**config.mk**
```make
export PLATFORM = sky130hd
export DESIGN_NAME = serial_adder
export DESIGN_NICKNAME = d
export VERILOG_FILES = /design/src/rtl/serial_pkg.sv /design/src/rtl/fa_bit.sv /design/src/rtl/serial_adder.sv
export SDC_FILE = /design/constraint.sdc
export NUM_CORES = 1
export LEC_CHECK = 0
export CAP_MARGIN = 20
export CORE_UTILIZATION = 40
export CTS_CLUSTER_DIAMETER = 50
export DETAILED_ROUTE_END_ITERATION = 10
export HOLD_SLACK_MARGIN = 0.08
export PLACE_DENSITY = 0.63
export SETUP_SLACK_MARGIN = 0.5
export SKIP_CTS_REPAIR_TIMING = 1
export SYNTH_ARGS = -nofsm -noshare
export SYNTH_HDL_FRONTEND = slang
export SYNTH_HIERARCHICAL = 1
export SYNTH_SLANG_ARGS = --single-unit
export TNS_END_PERCENT = 5
```
**constraint.sdc**
```tcl
create_clock -name clk -period 1.7 [get_ports clk]
set_input_delay 0.51 -clock clk [delete_from_list [all_inputs] [get_ports clk]]
set_output_delay 0.51 -clock clk [all_outputs]
set_load 0.01 [all_outputs]
```
**src/rtl/serial_pkg.sv**
```systemverilog
// Shared constants for the bit-serial adder: FSM state encoding and default width.
package serial_pkg;

    typedef enum logic [1:0] {
        ST_IDLE  = 2'd0,
        ST_SHIFT = 2'd1,
        ST_FIN   = 2'd2
    } sa_state_t;

    localparam int SA_WIDTH = 8;

endpackage

```
**src/rtl/fa_bit.sv**
```systemverilog
// One-bit full adder cell; the only arithmetic in the serial datapath.
module fa_bit (
    input  logic x,
    input  logic y,
    input  logic ci,
    output logic s,
    output logic co
);

    logic p_s;

    assign p_s = x ^ y;
    assign s   = p_s ^ ci;
    assign co  = (x & y) | (ci & p_s);

endmodule

```
**src/rtl/serial_adder.sv**
```systemverilog
// Bit-serial ripple adder: one full-adder cell plus a carry flop, LSB first,
// with a start/busy/done handshake toward the controller.
module serial_adder
    import serial_pkg::*;
#(
    parameter int WIDTH = SA_WIDTH,
    parameter int CNT_W = $clog2(WIDTH + 1)
) (
    input  logic             clk,
    input  logic             rst,
    input  logic             start,
    input  logic [WIDTH-1:0] a,
    input  logic [WIDTH-1:0] b,
    input  logic             cin,
    output logic [WIDTH-1:0] sum,
    output logic             cout,
    output logic             busy,
    output logic             done
);

    sa_state_t        state_r;
    logic [WIDTH-1:0] sreg_a_r;
    logic [WIDTH-1:0] sreg_b_r;
    logic [WIDTH-1:0] sum_r;
    logic [CNT_W-1:0] cnt_r;
    logic             carry_r;
    logic             cout_r;
    logic             busy_r;
    logic             done_r;
    logic             s_s;
    logic             co_s;

    fa_bit u_fa (
        .x  (sreg_a_r[0]),
        .y  (sreg_b_r[0]),
        .ci (carry_r),
        .s  (s_s),
        .co (co_s)
    );

    // Control FSM and serial datapath; all outputs are registered here.
    always_ff @(posedge clk or posedge rst) begin
        if (rst) begin
            state_r  <= ST_IDLE;
            sreg_a_r <= {WIDTH{1'b0}};
            sreg_b_r <= {WIDTH{1'b0}};
            sum_r    <= {WIDTH{1'b0}};
            cnt_r    <= {CNT_W{1'b0}};
            carry_r  <= 1'b0;
            cout_r   <= 1'b0;
            busy_r   <= 1'b0;
            done_r   <= 1'b0;
        end else begin
            case (state_r)
                ST_IDLE: begin
                    done_r <= 1'b0;
                    if (start) begin
                        sreg_a_r <= a;
                        sreg_b_r <= b;
                        carry_r  <= cin;
                        sum_r    <= {WIDTH{1'b0}};
                        cnt_r    <= {CNT_W{1'b0}};
                        busy_r   <= 1'b1;
                        state_r  <= ST_SHIFT;
                    end else begin
                        busy_r   <= 1'b0;
                    end
                end
                ST_SHIFT: begin
                    // Result bits enter at the MSB so the LSB lands at bit 0 after WIDTH shifts.
                    carry_r  <= co_s;
                    sum_r    <= {s_s, sum_r[WIDTH-1:1]};
                    sreg_a_r <= {1'b0, sreg_a_r[WIDTH-1:1]};
                    sreg_b_r <= {1'b0, sreg_b_r[WIDTH-1:1]};
                    cnt_r    <= cnt_r + CNT_W'(1);
                    if (cnt_r == CNT_W'(WIDTH - 1)) begin
                        cout_r  <= co_s;
                        busy_r  <= 1'b0;
                        done_r  <= 1'b1;
                        state_r <= ST_FIN;
                    end else begin
                        busy_r  <= 1'b1;
                    end
                end
                ST_FIN: begin
                    done_r  <= 1'b0;
                    busy_r  <= 1'b0;
                    state_r <= ST_IDLE;
                end
                default: begin
                    done_r  <= 1'b0;
                    busy_r  <= 1'b0;
                    state_r <= ST_IDLE;
                end
            endcase
        end
    end

    assign sum  = sum_r;
    assign cout = cout_r;
    assign busy = busy_r;
    assign done = done_r;

endmodule

```
==> impl_results.md <==
- Hold Vio Cnt, Final: 0
- Final Hold Slack: 0.486 ns
- Drt pass-1 iters: 4
- H-tree depth: 2
- DP Area: 0.00188 mm^2
- Outcome: finished, final reports clean
- Tot GR Track Use: 15.6%
- Post-Layout Inst Area: 0.00212 mm^2
- Worst Path Buf+Inv: 0
- Post-synth cell types: 25
- Layout cells sized above 1: 25.0%
- Area grow syn2layout: 41.0%
- Clock transition at path regs: 0.07 ns
- CTS root buf: clkbuf_8
- Max transition margin: 76.9%
- Post-Syn Area: 0.00150 mm^2
- Min-delay worst type: reg2reg
- Place WS: 0.0267 ns
- Net count after synthesis: 153
- Clk sinks: 34
- Hpwl dp: 2.02 mm
- RSZ-0062 raised after global routing: true
- Fillcell total: 311
- Worst setup margin: 0.340 ns
- Crit path DAT: 1.53 ns
- Initial antenna violation count: 0
- Skew final: 0.00393 ns
- Leakage power: 0.00103 uW
- WS Path Type: reg2reg
- TritonCTS buffer count: 5
- Pin count of the biggest net entering global routing: 32
- Routed vias: 1132
- Post-Route WL: 2.95 mm
- Commonest non-fill, non-tap cell in the layout: dfrtp_1
- Total die area: 0.00400 mm^2
- Data required time of the worst path: 1.87 ns
- FF+latch count, synth: 34
- Most frequent cells in the layout: dfrtp_1 (33), buf_4 (22), nand2_1 (19), o21ai_1 (19), clkdlybuf4s50_1 (18)
- Slew at the pin closest to its max-slew limit: 0.346 ns
- Finished Core Util: 61.0%
- Fin crit share: 80.0%
- Worst vdd ir: 0.663 mV
- Nature of the critical path startpoint: flop
- Seq/Total Area, Yosys: 56.7%
- Number of core rows: 21
- Die Wd: 63.2 um
- Post-Syn Instances: 131
- Std-Cell Core Area: 0.00347 mm^2
- Initial Utilization: 43.3%
- Nets@finish: 205
- Final worst path period need: 1.36 ns
- TritonCTS clock tree: yes
- Diode count: 0
- DR WL/cell: 12.8 um
- Max-slew violations: 0
- Syn. warnings: 6
- DR iter-0 viols: 51
- CP delay by family, top: flip-flops
- CP max stage cell: dfrtp_1
- CP endpoint kind: flop
- Die Ht: 63.2 um
- Max Freq: 735 MHz
- Largest stage delay, worst path: 0.41 ns
- Final setup violating endpoints: 0
- Clk Latency, worst-skew pair: 0.28 ns
- Via density: 4.92
- Vias in the first global route: 1047
- Post-route DRC: 0
- Synthesized area per cell: 11.5 um^2
- Crit-path cells: ha_2 -> and3b_2 -> and2_4 -> mux2_4
- Num ports: 31
- Placer Congestion: 0.759
- Grt ovf: 0
- IO buf count: 30
- DRT antenna net count: 0
- Power Dens Cells: 1620 mW/mm^2
- Max-Cap Viols: 0
- Longest Clk Path Bufs: 2
- Worst-path maximum fanout: 4
- First-pass GRT wire length: 4.75 mm
## where the power goes
group | switching (uW) | internal, uW | leakage [uW]
logic | 639 | 837 | 0.000549
clock network | 278 | 326 | 0.0000482
registers | 210 | 1140 | 0.000430
## stage by stage
stage	TNS [ns]	instances	power, uW
after floorplan	0	131	2210
after global placement	0	207	2610
after detailed placement	0	207	2670
after CTS	-0.135	215	3290
after global routing	0	230	3690
final	0	230	3430
## worst reg2reg max path: cells and delay by family, from the launching register on
| kind | cells | cell delay, ns |
|---|---|---|
| and+or+nand+nor | 2 | 0.34 |
| adders and majority gates | 1 | 0.21 |
| muxes | 1 | 0.29 |
| DFF | 1 | 0.41 |
## cell type report
| class | instances | area, um^2 | share of cell area (%) |
|---|---|---|---|
| Clock buffer | 7 | 86.3 | 4.08 |
| Clock inverter | 1 | 5.00 | 0.237 |
| Inverter | 1 | 7.51 | 0.355 |
| Multi-Input combinational cell | 87 | 602 | 28.4 |
| Sequential cell | 34 | 852 | 40.3 |
| Tap cell | 46 | 57.6 | 2.72 |
| Timing Repair Buffer | 54 | 505 | 23.9 |
## path summary, 6_finish.rpt
kind / from / to / slack [ns] / cells after the start
worst max register to register: cnt_r[0] / cout / 0.34 / 4
worst min register to register: sreg_b_r[6] / sreg_b_r[6] / 0.49 / 2
min in group asynchronous: rst / sreg_a_r[5] / 0.56 / 2
max in group asynchronous: rst / state_r[1] / 0.74 / 3
worst max-delay path: cnt_r[0] / cout / 0.34 / 4
worst min-delay path: sreg_b_r[6] / sreg_b_r[6] / 0.49 / 2
## synthesized netlist by cell type
cell type / n / area share (%)
a21oi_1: 5 / 1.7
nand2_1: 19 / 4.8
mux2i_1: 14 / 9.3
o21bai_2: 1 / 0.75
and3b_1: 1 / 0.58
and2_4: 1 / 0.58
nor2_1: 2 / 0.50
nor2b_1: 5 / 2.1
nand2b_1: 1 / 0.42
o21ai_1: 19 / 6.3
mux2_4: 1 / 1.0
ha_1: 1 / 0.83
nand3_1: 3 / 1.0
a22oi_1: 1 / 0.50
or3_1: 1 / 0.42
buf_6: 2 / 1.5
buf_4: 2 / 1.0
o21ai_0: 1 / 0.33
nor3b_1: 1 / 0.50
dfrtp_1: 34 / 57
inv_1: 1 / 0.25
fa_1: 1 / 1.3
buf_8: 1 / 1.0
buf_2: 4 / 1.3
a22o_1: 9 / 5.3
## kinds of logic (layout without fill, tap and decap cells)
| kind of cell | count (synthesis) | in the layout | synth area share [%] |
|---|---|---|---|
| and+or+nand+nor | 34 | 34 | 10.8 |
| muxes | 15 | 15 | 10.3 |
| DFF | 34 | 34 | 56.7 |
| AOI/OAI and AO/OA | 36 | 36 | 14.8 |
| adders and majority gates | 2 | 2 | 2.17 |
| buffers and inverters | 10 | 63 | 5.09 |
## sequential cells by signal, summed over array words and instances (netlist names)
register and flops:
busy 1, carry_r 1, cnt_r 4, cout 1, done 1, sreg_a_r 8
sreg_b_r 8, state_r 2, sum 8
## metal layers
layer	up-vias	global-route usage [%]	share of wire, %
li1	563	-	-
met1	539	19.6	47
met2	28	25.0	49
met3	2	5.43	4.1
met4	0	5.11	0.27
met5	-	0	0
(Power assumes the default switching activity.)
